[src/rtl/sistema_cmp_seq.sv]
// sistema_cmp_seq: clocked comparator with a hit counter and a run-lock detector.
//
// On each cycle with in_valid, A and B are compared as unsigned numbers under the
// predicate chosen by mode. The predicate result and the eq/lt/gt flags are
// registered, and out_valid pulses for one cycle. Predicate hits are counted
// into a saturating counter. lock asserts once RUN consecutive valid samples
// have hit. Cycles without in_valid are ignored and do not break a run.
//
// Ports:
//   clk        clock, rising edge
//   rst        synchronous active-high reset
//   in_valid   A, B and mode are sampled this cycle
//   A, B       WIDTH-bit unsigned operands
//   mode       00 EQ, 01 NE, 10 LT (A<B), 11 GT (A>B)
//   clear      synchronous clear of hit_count and the run detector
//   Q          registered predicate result
//   eq/lt/gt   registered relation flags; exactly one is set after any sample
//   out_valid  one-cycle pulse when Q/eq/lt/gt were loaded
//   hit_count  saturating count of hits
//   lock       high while the last RUN valid samples were all hits
//
// Run detector states:
//   state  | meaning
//   SEARCH | no current run (run_cnt = 0)
//   RUN_ST | run in progress, 0 < run_cnt < RUN
//   LOCK   | at least RUN consecutive hits; lock = 1

module sistema_cmp_seq #(
    parameter int WIDTH = 4,
    parameter int RUN   = 3,
    parameter int CNT_W = 8
) (
    input  logic             clk,
    input  logic             rst,
    input  logic             in_valid,
    input  logic [WIDTH-1:0] A,
    input  logic [WIDTH-1:0] B,
    input  logic [1:0]       mode,
    input  logic             clear,
    output logic             Q,
    output logic             eq,
    output logic             lt,
    output logic             gt,
    output logic             out_valid,
    output logic [CNT_W-1:0] hit_count,
    output logic             lock
);

    localparam int              RC_W  = $clog2(RUN + 1);
    localparam logic [RC_W-1:0] RUN_C = RC_W'(RUN);

    typedef enum logic [1:0] {
        SEARCH = 2'b00,
        RUN_ST = 2'b01,
        LOCK   = 2'b10
    } state_t;

    state_t          state_q, state_n;
    logic [RC_W-1:0] run_cnt_q, run_cnt_n;
    logic            pred;
    logic            a_eq_b, a_lt_b, a_gt_b;

    assign a_eq_b = (A == B);
    assign a_lt_b = (A < B);
    assign a_gt_b = (A > B);

    always_comb begin
        pred = 1'b0;
        case (mode)
            2'b00:   pred = a_eq_b;
            2'b01:   pred = !a_eq_b;
            2'b10:   pred = a_lt_b;
            2'b11:   pred = a_gt_b;
            default: pred = 1'b0;
        endcase
    end

    // Next run state. A miss always drops back to SEARCH; clear overrides a hit.
    always_comb begin
        state_n   = state_q;
        run_cnt_n = run_cnt_q;
        if (clear) begin
            state_n   = SEARCH;
            run_cnt_n = '0;
        end else if (in_valid) begin
            if (!pred) begin
                state_n   = SEARCH;
                run_cnt_n = '0;
            end else begin
                case (state_q)
                    SEARCH: begin
                        run_cnt_n = RC_W'(1);
                        state_n   = (RUN == 1) ? LOCK : RUN_ST;
                    end
                    RUN_ST: begin
                        run_cnt_n = run_cnt_q + RC_W'(1);
                        if (run_cnt_q + RC_W'(1) == RUN_C) begin
                            state_n = LOCK;
                        end
                    end
                    LOCK: begin
                        state_n   = LOCK;
                        run_cnt_n = run_cnt_q;
                    end
                    default: begin
                        state_n   = SEARCH;
                        run_cnt_n = '0;
                    end
                endcase
            end
        end
    end

    always_ff @(posedge clk) begin
        if (rst) begin
            state_q   <= SEARCH;
            run_cnt_q <= '0;
        end else begin
            state_q   <= state_n;
            run_cnt_q <= run_cnt_n;
        end
    end

    always_ff @(posedge clk) begin
        if (rst) begin
            Q         <= 1'b0;
            eq        <= 1'b0;
            lt        <= 1'b0;
            gt        <= 1'b0;
            out_valid <= 1'b0;
            hit_count <= '0;
        end else begin
            out_valid <= in_valid;
            if (in_valid) begin
                Q  <= pred;
                eq <= a_eq_b;
                lt <= a_lt_b;
                gt <= a_gt_b;
            end
            if (clear) begin
                hit_count <= '0;
            end else if (in_valid && pred && (hit_count != {CNT_W{1'b1}})) begin
                hit_count <= hit_count + CNT_W'(1);
            end
        end
    end

    assign lock = (state_q == LOCK);

endmodule

[config.mk]
export PLATFORM = sky130hd
export DESIGN_NAME = sistema_cmp_seq
export DESIGN_NICKNAME = d
export VERILOG_FILES = /design/src/rtl/sistema_cmp_seq.sv
export SDC_FILE = /design/constraint.sdc
export NUM_CORES = 1
export LEC_CHECK = 0
export ABC_CLOCK_PERIOD_IN_PS = 3800
export CORE_MARGIN = 10
export CORE_UTILIZATION = 50
export CTS_CLUSTER_SIZE = 40
export DETAILED_ROUTE_END_ITERATION = 12
export HOLD_SLACK_MARGIN = 0.03
export PLACE_DENSITY = 0.93
export SLEW_MARGIN = 20
export SYNTH_ARGS = -nofsm -noshare
export SYNTH_HDL_FRONTEND = slang
export SYNTH_SLANG_ARGS = --single-unit
[constraint.sdc]
create_clock -name clk -period 3.8 [get_ports clk]
set_clock_uncertainty 0.2 [all_clocks]
set_input_delay 0.76 -clock clk [delete_from_list [all_inputs] [get_ports clk]]
set_output_delay 0.76 -clock clk [all_outputs]
set_load 0.02 [all_outputs]
==> impl_metrics.prom <==
# TYPE chip_impl_metric gauge
chip_impl_metric{name="postSynthNetCount",unit=""} 129
chip_impl_metric{name="cap_violations",unit=""} 0
chip_impl_metric{name="port-buffer-count",unit=""} 27
chip_impl_metric{name="numCtsBuffers",unit=""} 3
chip_impl_metric{name="placement.cell_area",unit="sq um"} 1260
chip_impl_metric{name="layoutNonFillerInstCount",unit=""} 160
chip_impl_metric{name="insertion_delay",unit="ns"} 0.29
chip_impl_metric{name="worst_ep_arrival_time",unit="ns"} 3.08
chip_impl_metric{name="count_of_mapped_cells_out_of_synthesis",unit=""} 106
chip_impl_info{name="worstHoldStart",value="lt"} 1
chip_impl_metric{name="report.final.setup_viol",unit=""} 0
chip_impl_metric{name="syn_area_per_cell",unit="sq um"} 9.17
chip_impl_metric{name="antenna_violations_before_repair",unit=""} 0
chip_impl_metric{name="die-width",unit="um"} 64.1
chip_impl_metric{name="total_vias_in_the_final_route",unit=""} 903
chip_impl_metric{name="groute.layer.met2.usage",unit="%"} 22.3
chip_impl_info{name="mostFrequentLayoutCells",value="27 x sky130_fd_sc_hd__clkdlybuf4s50_1, 17 x sky130_fd_sc_hd__dfxtp_1, 11 x sky130_fd_sc_hd__a21oi_1"} 1
chip_impl_metric{name="clock_power_share",unit="%"} 25.9
chip_impl_metric{name="share_comb_of_total_power",unit="%"} 22.4
chip_impl_metric{name="routedWlPerCell",unit="um"} 15.2
chip_impl_metric{name="timing_worst_slew_pin_value",unit="ns"} 0.378
chip_impl_metric{name="drt_iter0_drc",unit=""} 48
chip_impl_info{name="post_synth_main_area_contributors",value="sky130_fd_sc_hd__dfxtp_1 35%, sky130_fd_sc_hd__ha_1 12%, sky130_fd_sc_hd__a21oi_1 5.7%"} 1
chip_impl_metric{name="number_of_enable_type_register_cells_in_the_synthesized_netlist",unit=""} 0
chip_impl_metric{name="finalWorstPathRequiredPeriod",unit="ns"} 3.07
chip_impl_metric{name="route.final.wire_length",unit="mm"} 2.43
chip_impl_metric{name="total_negative_slack",unit="ns"} 0
chip_impl_metric{name="ant_nets",unit=""} 0
chip_impl_metric{name="dp_hpwl",unit="mm"} 1.99
chip_impl_metric{name="number_of_hold_violations_in_the_final_report",unit=""} 0
chip_impl_metric{name="antenna_cells",unit=""} 0
chip_impl_metric{name="power_switching",unit="W"} 0.0000973
chip_impl_metric{name="path_clk_slew",unit="ns"} 0.09
chip_impl_info{name="setup.worst_path.end_class",value="register"} 1
chip_impl_metric{name="fp.dieH",unit="um"} 64.1
chip_impl_info{name="cts_tree",value="done"} 1
chip_impl_metric{name="clock_sinks",unit=""} 17
chip_impl_metric{name="largest_net_degree_at_the_start_of_global_routing",unit=""} 12
chip_impl_metric{name="cellInternalPower",unit="W"} 0.000262
chip_impl_metric{name="global_route.overflow_total",unit=""} 0
chip_impl_info{name="most_common_library_cell_in_the_layout_ignoring_fill_and_taps",value="sky130_fd_sc_hd__clkdlybuf4s50_1"} 1
chip_impl_metric{name="area_growth_syn_to_layout",unit="%"} 32.2
chip_impl_metric{name="core.rowCount",unit=""} 15
chip_impl_metric{name="r2r.worst_path.cells",unit=""} 7
chip_impl_metric{name="vias_per_cell",unit=""} 5.64
chip_impl_metric{name="clockBufferDepth",unit=""} 2
chip_impl_info{name="rr_endpoint",value="hit_count[7]"} 1
chip_impl_metric{name="min_delay_path_depth",unit=""} 2
chip_impl_info{name="yosysTopAreaCell",value="sky130_fd_sc_hd__dfxtp_1"} 1
chip_impl_metric{name="place_inst",unit=""} 156
chip_impl_metric{name="grtUsageTotal",unit="%"} 11.6
chip_impl_metric{name="cts-hold-fix-buffers",unit=""} 0
chip_impl_metric{name="max_slew_margin",unit="%"} 74.6
chip_impl_info{name="postSynth.topFlopCell",value="sky130_fd_sc_hd__dfxtp_1"} 1
chip_impl_metric{name="drc",unit=""} 0
chip_impl_metric{name="power_density",unit="nW/um^2"} 280
chip_impl_metric{name="gpl.final_weighted_congestion",unit=""} 0.823
chip_impl_info{name="crit-reg2reg-launch",value="hit_count[0]"} 1
chip_impl_metric{name="design.core.area",unit="sq um"} 1780
chip_impl_metric{name="timing.fmax",unit="MHz"} 326
chip_impl_metric{name="layout.nets",unit=""} 159
chip_impl_metric{name="syn_area",unit="sq um"} 972
chip_impl_metric{name="sw_frac_of_total",unit="%"} 27.1
chip_impl_metric{name="filler_cell_count",unit=""} 141
chip_impl_info{name="min_path_type",value="register to register"} 1
chip_impl_metric{name="postLayoutCellArea",unit="sq um"} 1280
chip_impl_metric{name="synth_seq_cells",unit=""} 17
chip_impl_metric{name="crit_required",unit="ns"} 3.82
chip_impl_info{name="cts_root_buf",value="sky130_fd_sc_hd__clkbuf_4"} 1
chip_impl_metric{name="io-pin-count",unit=""} 28
chip_impl_metric{name="synth_top_area_share",unit="%"} 35.0
chip_impl_info{name="timing.critical_path.from_type",value="input pin"} 1
chip_impl_metric{name="synthArstFlopShare",unit="%"} 0
chip_impl_info{name="globalRoute.busiestLayer",value="met2"} 1
chip_impl_metric{name="p_leak",unit="nW"} 0.469
chip_impl_metric{name="worst-path-max-fanout",unit=""} 11
chip_impl_metric{name="use_met1",unit="%"} 11.2
chip_impl_metric{name="vias_in_the_first_global_route",unit=""} 912
chip_impl_metric{name="part_of_the_total_power_dissipated_in_sequential_elements",unit="%"} 51.8
chip_impl_metric{name="die_area",unit="sq um"} 4110
chip_impl_metric{name="firstDrtPassIters",unit=""} 4
chip_impl_metric{name="post-route-period-util",unit="%"} 80.7
chip_impl_metric{name="number_of_post_cts_setup_repair_buffers",unit=""} 0
chip_impl_metric{name="grt_use_met3",unit="%"} 3.48
chip_impl_metric{name="reg2reg_setup_slack",unit="ns"} 1.62
chip_impl_metric{name="synth_cell_types",unit=""} 37
chip_impl_metric{name="grt_pass1_wl",unit="mm"} 3.92
chip_impl_metric{name="ir_drop",unit="mV"} 0.260
chip_impl_metric{name="cts_resized",unit=""} 0
chip_impl_info{name="outcome",value="complete, no violations"} 1
chip_impl_info{name="criticalPathCategory",value="input pin to register"} 1
chip_impl_metric{name="cts_htree_levels",unit=""} 1
chip_impl_info{name="hold_path_end",value="lt"} 1
chip_impl_metric{name="drive_gt1_share",unit="%"} 10.4
chip_impl_info{name="grt_setup_unrepaired",value="false"} 1
chip_impl_metric{name="effective_utilization_at_floorplan",unit="%"} 54.5
chip_impl_metric{name="synth_sequential_area_ratio",unit="%"} 35.0
chip_impl_metric{name="yosys_warnings",unit=""} 0
chip_impl_metric{name="hold_slack",unit="ns"} 0.277
chip_impl_metric{name="drv_slew",unit=""} 0
## how the worst max path moves through the flow
stage	startpoint	end	cells after the start
after floorplan	B[1]	hit_count[5]	9
after global placement	B[1]	hit_count[7]	9
after detailed placement	B[1]	hit_count[7]	9
after CTS	B[1]	hit_count[7]	9
after global routing	B[1]	hit_count[7]	9
final	B[1]	hit_count[7]	9
## per-stage QoR
stage          setup slack, ns  total power, W  util (%)
2_1_floorplan             1.14        0.000240         -
3_3_place_gp             0.579        0.000268      70.6
3_5_place_dp             0.457        0.000270      70.6
4_1_cts                  0.744        0.000362      72.1
5_1_grt                  0.669        0.000377      72.1
6_report                 0.733        0.000360      72.1
## layer usage
layer,up-vias,part of all wire (%)
met3,4,6.7
met1,419,38
met5,-,0
met2,26,54
li1,454,-
met4,0,1.8
## cell families (layout without fill, tap and decap cells)
family,Yosys count,in the layout,share of synthesized area (%)
AO/OA/AOI/OAI,29,29,23.2
flip-flops,17,17,35.0
XOR/XNOR,2,2,1.80
AND/OR/NAND/NOR,39,39,23.8
adder cells (fa/ha/maj),9,9,11.6
buffers and inverters,10,39,4.63
## final cells by class
class | instances | area, sq um | share of cell area (%)
multi-input combinational | 79 | 587 | 45.7
clock buffer | 4 | 26.3 | 2.04
timing repair buffer | 27 | 270 | 21.0
sequential | 17 | 340 | 26.5
tap | 25 | 31.3 | 2.43
inverter | 8 | 30.0 | 2.34
## power by group through the flow
stage / clock network, W / registers [W] / logic (W)
after global placement: 0 / 0.000190 / 0.0000774
after detailed placement: 0 / 0.000190 / 0.0000800
after floorplan: 0 / 0.000195 / 0.0000449
after global routing: 0.000103 / 0.000187 / 0.0000871
final: 0.0000931 / 0.000186 / 0.0000804
after CTS: 0.0000948 / 0.000186 / 0.0000805
## synth_stat cells (2+ instances only)
cell type and count:
sky130_fd_sc_hd__or4_1 2, sky130_fd_sc_hd__o21ai_0 3, sky130_fd_sc_hd__nor3_1 2, sky130_fd_sc_hd__dfxtp_1 17, sky130_fd_sc_hd__a32o_1 2, sky130_fd_sc_hd__nand4_1 3
sky130_fd_sc_hd__inv_1 7, sky130_fd_sc_hd__nor2_1 10, sky130_fd_sc_hd__a21oi_1 11, sky130_fd_sc_hd__a22o_1 2, sky130_fd_sc_hd__nand2_1 4, sky130_fd_sc_hd__ha_1 9
sky130_fd_sc_hd__xor2_1 2, sky130_fd_sc_hd__or3_1 2, sky130_fd_sc_hd__o31ai_1 3, sky130_fd_sc_hd__nand3_1 6
## worst max-delay path: stages
cell and delay [ns]:
sky130_fd_sc_hd__clkdlybuf4s50_1 0.47, sky130_fd_sc_hd__inv_1 0.04, sky130_fd_sc_hd__ha_1 0.29, sky130_fd_sc_hd__nor2b_4 0.14, sky130_fd_sc_hd__o211ai_4 0.24, sky130_fd_sc_hd__a311o_2 0.25
sky130_fd_sc_hd__nand3_2 0.21, sky130_fd_sc_hd__or4_1 0.53, sky130_fd_sc_hd__a21oi_1 0.15
## flip-flops by register name (all words and copies together), names as in the netlist
| name | flops |
|---|---|
| out_valid | 1 |
| Q | 1 |
| run_cnt_q | 2 |
| gt | 1 |
| eq | 1 |
| lt | 1 |
| hit_count | 8 |
| state_q | 2 |
Note: power is estimated with default switching activity, not from simulation.
